File: config.mk
export PLATFORM = sky130hd
export DESIGN_NAME = mem_port_arbiter
export DESIGN_NICKNAME = d
export VERILOG_FILES = /design/src/rtl/mem_port_arbiter.sv
export SDC_FILE = /design/constraint.sdc
export NUM_CORES = 1
export LEC_CHECK = 0
export ABC_AREA = 1
export CAP_MARGIN = 20
export CORE_ASPECT_RATIO = 0.9
export CORE_MARGIN = 4
export CORE_UTILIZATION = 38
export DETAILED_ROUTE_END_ITERATION = 10
export GPL_TIMING_DRIVEN = 0
export PLACE_DENSITY = 0.85
export SYNTH_ARGS = -nofsm -noshare
export SYNTH_HDL_FRONTEND = slang
export SYNTH_SLANG_ARGS = --single-unit
File: constraint.sdc
create_clock -name clk -period 2.3 [get_ports clk]
set_clock_uncertainty 0.05 [all_clocks]
set_input_delay 0.69 -clock clk [delete_from_list [all_inputs] [get_ports clk]]
set_output_delay 0.69 -clock clk [all_outputs]
set_load 0.03 [all_outputs]
File: src/rtl/mem_port_arbiter.sv
// Shares one downstream memory port between the I-side fetch and D-side load/store requesters.
// Default: fixed D priority with I anti-starvation counter; define ARB_RR_EN for round-robin arbitration.
module mem_port_arbiter #(
    parameter int WAIT_LIMIT    = 4,
    parameter int WAIT_CNT_BITS = 3
) (
    input  logic        clk,
    input  logic        rst,
    input  logic        mem_i_read,
    input  logic [31:0] mem_i_address,
    output logic        mem_i_resp,
    output logic [31:0] mem_i_rdata,
    input  logic        mem_d_read,
    input  logic        mem_d_write,
    input  logic [31:0] mem_d_address,
    input  logic [31:0] mem_d_wdata,
    input  logic [3:0]  mem_d_byte_enable,
    output logic        mem_d_resp,
    output logic [31:0] mem_d_rdata,
    output logic        pmem_read,
    output logic        pmem_write,
    output logic [31:0] pmem_address,
    output logic [31:0] pmem_wdata,
    output logic [3:0]  pmem_byte_enable,
    input  logic        pmem_resp,
    input  logic [31:0] pmem_rdata,
    output logic        busy
);

    typedef enum logic [1:0] {
        IDLE    = 2'd0,
        SERVE_I = 2'd1,
        SERVE_D = 2'd2
    } state_t;

    state_t      r_state;
    logic        r_pmemRead;
    logic        r_pmemWrite;
    logic [31:0] r_pmemAddress;
    logic [31:0] r_pmemWdata;
    logic [3:0]  r_pmemByteEnable;

    logic w_dReq;
    logic w_grantI;
    logic w_grantD;
    logic w_respI;
    logic w_respD;

    assign w_dReq = mem_d_read | mem_d_write;

`ifdef ARB_RR_EN
    logic r_lastGrantD;

    // On a tie the side that did not win last time goes next
    always_comb begin
        w_grantI = 1'b0;
        w_grantD = 1'b0;
        if (w_dReq && mem_i_read) begin
            w_grantD = ~r_lastGrantD;
            w_grantI = r_lastGrantD;
        end else begin
            w_grantD = w_dReq;
            w_grantI = mem_i_read;
        end
    end

    always_ff @(posedge clk) begin
        if (rst) begin
            r_lastGrantD <= 1'b0;
        end else if (r_state == IDLE) begin
            if (w_grantI) begin
                r_lastGrantD <= 1'b0;
            end else if (w_grantD) begin
                r_lastGrantD <= 1'b1;
            end
        end
    end
`else
    logic [WAIT_CNT_BITS-1:0] r_waitCnt;
    logic                     w_starved;

    assign w_starved = (r_waitCnt >= WAIT_CNT_BITS'(WAIT_LIMIT));
    assign w_grantI  = mem_i_read & (~w_dReq | w_starved);
    assign w_grantD  = w_dReq & ~w_grantI;

    // Counts how many times a pending I request has lost to D in a row
    always_ff @(posedge clk) begin
        if (rst) begin
            r_waitCnt <= '0;
        end else if (r_state == IDLE) begin
            if (!mem_i_read || w_grantI) begin
                r_waitCnt <= '0;
            end else if (w_grantD) begin
                r_waitCnt <= r_waitCnt + 1'b1;
            end
        end
    end
`endif

    // Grant latch: downstream attributes are frozen for the whole service state
    always_ff @(posedge clk) begin
        if (rst) begin
            r_state          <= IDLE;
            r_pmemRead       <= 1'b0;
            r_pmemWrite      <= 1'b0;
            r_pmemAddress    <= '0;
            r_pmemWdata      <= '0;
            r_pmemByteEnable <= '0;
        end else begin
            case (r_state)
                IDLE: begin
                    if (w_grantI) begin
                        r_state          <= SERVE_I;
                        r_pmemRead       <= 1'b1;
                        r_pmemWrite      <= 1'b0;
                        r_pmemAddress    <= mem_i_address;
                        r_pmemWdata      <= '0;
                        r_pmemByteEnable <= 4'hF;
                    end else if (w_grantD) begin
                        r_state          <= SERVE_D;
                        r_pmemRead       <= mem_d_read & ~mem_d_write;
                        r_pmemWrite      <= mem_d_write;
                        r_pmemAddress    <= mem_d_address;
                        r_pmemWdata      <= mem_d_wdata;
                        r_pmemByteEnable <= mem_d_byte_enable;
                    end
                end
                SERVE_I, SERVE_D: begin
                    if (pmem_resp) begin
                        r_state     <= IDLE;
                        r_pmemRead  <= 1'b0;
                        r_pmemWrite <= 1'b0;
                    end
                end
                default: begin
                    r_state     <= IDLE;
                    r_pmemRead  <= 1'b0;
                    r_pmemWrite <= 1'b0;
                end
            endcase
        end
    end

    // A completion coinciding with reset is abandoned, not forwarded
    assign w_respI = (r_state == SERVE_I) & pmem_resp & ~rst;
    assign w_respD = (r_state == SERVE_D) & pmem_resp & ~rst;

    assign mem_i_resp  = w_respI;
    assign mem_d_resp  = w_respD;
    assign mem_i_rdata = w_respI ? pmem_rdata : 32'h0;
    assign mem_d_rdata = w_respD ? pmem_rdata : 32'h0;

    assign pmem_read        = r_pmemRead;
    assign pmem_write       = r_pmemWrite;
    assign pmem_address     = r_pmemAddress;
    assign pmem_wdata       = r_pmemWdata;
    assign pmem_byte_enable = r_pmemByteEnable;
    assign busy             = (r_state == SERVE_I) || (r_state == SERVE_D);

endmodule

==> Implementation_results.wiki <==
{| class="wikitable"
! Metric !! Value
|-
| Result of the run || complete, but fails checks
|-
| Violations in the final reports || setup timing
|-
| Total GRT Usage || 24.8%
|-
| Setup TNS after final layout || -10.0 ps
|-
| Launch point of the worst reg-to-reg path || r_state[1]
|-
| Setup repair after global routing missed its margin || true
|-
| Signed area change from the synthesized netlist to the final layout || 86.1%
|-
| Dominant cells by area after synthesis || sky130_fd_sc_hd__dfxtp_1, sky130_fd_sc_hd__nor2_1, sky130_fd_sc_hd__nand2_1, sky130_fd_sc_hd__inv_1, sky130_fd_sc_hd__a21oi_2
|-
| Final max-slew violation count || 0
|-
| Vias per inst || 4.76
|-
| TritonCTS clock tree || done
|-
| Yosys cell types || 22
|-
| Antenna Nets Post-Route || 0
|-
| Maximum vdd drop || 479 µV
|-
| Initial antenna violation count || 0
|-
| Clk Latency, worst-skew pair || 320 ps
|-
| Final RePlAce weighted congestion || 0.969
|-
| Count of max-cap constraint violations || 0
|-
| Clock root buffer || sky130_fd_sc_hd__clkbuf_16
|-
| Average cell area after synthesis || 6.60 µm²
|-
| Critical path data arrival time || 1570 ps
|-
| Most frequent cells after synthesis || sky130_fd_sc_hd__nor2_1, sky130_fd_sc_hd__nand2_1, sky130_fd_sc_hd__dfxtp_1
|-
| CP Class || in2out
|-
| CP max FO || 2
|-
| RR Endpoint || r_state[0]
|-
| #FFs+latches synth || 75
|-
| Hold-critical path endpoint || pmem_read
|-
| Hold Startpoint || pmem_read
|-
| Drt first-iter violations || 142
|-
| Critical Path Sink Type || output port
|-
| Overall power consumption || 4.78 mW
|-
| Depth of the worst register-to-register path || 7
|-
| Tcrit/Tclk final || 100%
|-
| Max-Slew Margin vs Limit || 66.4%
|-
| Gate count after technology mapping || 591
|-
| H-tree levels || 3
|-
| Total via count in the routed design || 4,825
|-
| Sinks on the clock net || 75
|-
| Total global routing overflow || 0
|-
| HPWL after detailed placement || 12,400 µm
|-
| Post-synth EDFFs || 0
|-
| Num rows || 34
|-
| Asr flop ratio synth || 0%
|-
| Number of endpoints with negative hold slack in the final report || 0
|-
| Yosys top cell area share || 38.5%
|-
| Die X-Extent || 115 µm
|-
| Number of stages on the worst hold path || 2
|-
| Required time of the critical path || 1560 ps
|-
| Post-cts hold buffer count || 0
|-
| Predominant post-synthesis flop cell || sky130_fd_sc_hd__dfxtp_1
|-
| Class of the most critical hold timing path || reg2reg
|-
| Reg clk slew, reported paths || 60 ps
|-
| FILL cells || 759
|-
| Sequential fraction of the synthesis area || 38.5%
|-
| Most instantiated library cell after synthesis || sky130_fd_sc_hd__nor2_1
|-
| Finished Core Util || 73.8%
|-
| R2R setup slack || 730 ps
|-
| Syn. warnings || 0
|-
| Die Area || 0.0119 mm²
|-
| Total length of routed wires || 15,800 µm
|-
| Cell type with the largest total area after synthesis || sky130_fd_sc_hd__dfxtp_1
|-
| I/O pins || 275
|-
| Vertical die dimension || 104 µm
|-
| Wire per inst || 15.6 µm
|-
| Power per Cell Area || 660 mW/mm²
|-
| Total CTS buffers || 9
|-
| Antenna diode count || 0
|-
| Net count, final || 1,025
|-
| Worst-case setup margin in the final layout || -10.0 ps
|-
| Placed inst area || 0.00680 mm²
|-
| Category of the worst setup path launch point || input port
|-
| Synthesized cell area || 0.00390 mm²
|-
| Wire length of the first global-routing pass || 23,900 µm
|-
| Pin count of the biggest net entering global routing || 14
|-
| First-pass iteration count of the detailed router || 5
|-
| Number of endpoints failing setup at the final stage || 1
|-
| Transition time of the tightest slew-check pin || 503 ps
|-
| Post-Layout Inst Area || 0.00725 mm²
|-
| Min Tclk post-route || 2310 ps
|-
| Share of post-route cells with drive strength above 1 || 21.3%
|-
| Area of the core region || 0.00983 mm²
|-
| DRC violations left || 0
|-
| IO Port Bufs || 274
|-
| Static Leakage || 3.52 nW
|-
| Mapped Nets || 733
|-
| Initial standard-cell utilization of the core || 39.7%
|-
| Number of global-route vias before repair || 4,822
|-
| F_max || 433 MHz
|-
| Maximum clock insertion buffer count || 2
|}
[layout make-up]
class	instances	area [µm²]	area share, %
plain buffers	38	335	4.62
clock buffers	10	239	3.29
clock inverters	6	87.6	1.21
inverters	76	295	4.07
multi-input cells	403	1960	27.0
flip-flops and latches	75	1500	20.7
well taps	126	158	2.17
repair buffers	280	2680	36.9
[state kept, by name (all words and copies together) (netlist names)]
signal and flops:
r_waitCnt 3, pmem_write 1, pmem_address 32, pmem_byte_enable 4, pmem_read 1, r_state 2
pmem_wdata 32
[cells in the final DEF (no fill, tap or decap), types with 9 or more instances in the layout]
cell type	netlist	layout
sky130_fd_sc_hd__a21oi_1	9	9
sky130_fd_sc_hd__a21oi_2	30	30
sky130_fd_sc_hd__buf_2	7	22
sky130_fd_sc_hd__buf_4	4	48
sky130_fd_sc_hd__buf_6	14	25
sky130_fd_sc_hd__clkbuf_16	0	12
sky130_fd_sc_hd__clkdlybuf4s50_1	0	205
sky130_fd_sc_hd__dfxtp_1	75	74
sky130_fd_sc_hd__inv_1	74	71
sky130_fd_sc_hd__nand2_1	108	108
sky130_fd_sc_hd__nand3_1	37	35
sky130_fd_sc_hd__nor2_1	167	146
sky130_fd_sc_hd__nor2_2	0	16
sky130_fd_sc_hd__o21ai_0	37	37
[stage by stage]
stage	worst slack (ps)	hold slack, ps	std cells
floorplan	21.1	389	591
global placement	-1080	402	991
detailed placement	-1100	411	991
CTS	6.80	423	1009
global route	-20.5	451	1014
finish	-10.0	422	1014
[power breakdown]
group / switching (mW) / internal (mW) / leakage (nW)
clock: 0.551 / 0.982 / 0.163
combinational: 0.946 / 0.750 / 2.73
sequential: 0.0875 / 1.47 / 0.624
total: 1.58 / 3.20 / 3.52
[critical path: stages]
cell and delay, ps:
sky130_fd_sc_hd__clkdlybuf4s50_1 490, sky130_fd_sc_hd__inv_1 60, sky130_fd_sc_hd__nor2_1 120, sky130_fd_sc_hd__buf_2 210
[layer usage]
layer,part of all wire [%],up-vias,routed length (µm),global-route usage (%)
met1,35,2201,5490,24.7
met5,0,-,0,0
met2,53,205,8300,47.1
met4,3.4,0,541,9.64
met3,9.3,35,1470,7.62
li1,-,2384,-,-
[cell families (layout without fill, tap and decap cells)]
| logic type | Yosys count | count (layout) | synth area share, % |
|---|---|---|---|
| adders and majority gates | 4 | 4 | 1.28 |
| and+or+nand+nor | 320 | 321 | 32.6 |
| AOI/OAI and AO/OA | 78 | 78 | 13.1 |
| buffers and inverters | 114 | 410 | 14.4 |
| DFF | 75 | 75 | 38.5 |
[worst max-delay path by stage]
stage	slack [ps]	cells past startpoint	endpoint	startpoint
after global placement	-1080	6	mem_d_rdata[29]	rst
after global routing	-20	4	mem_i_rdata[18]	pmem_rdata[18]
final	-10	4	mem_d_rdata[17]	pmem_rdata[17]
after floorplan	20	4	mem_d_rdata[22]	rst
after detailed placement	-1100	6	mem_d_rdata[20]	rst
after CTS	7	6	mem_d_rdata[4]	r_state[0]
[timing repair]
item	CTS	global route
setup endpoints to repair	67	58
cloned	1	4
buffers inserted	1	1
gates resized for setup	393	93
pin swaps	1	5
Note: power is estimated with default switching activity, not from simulation.
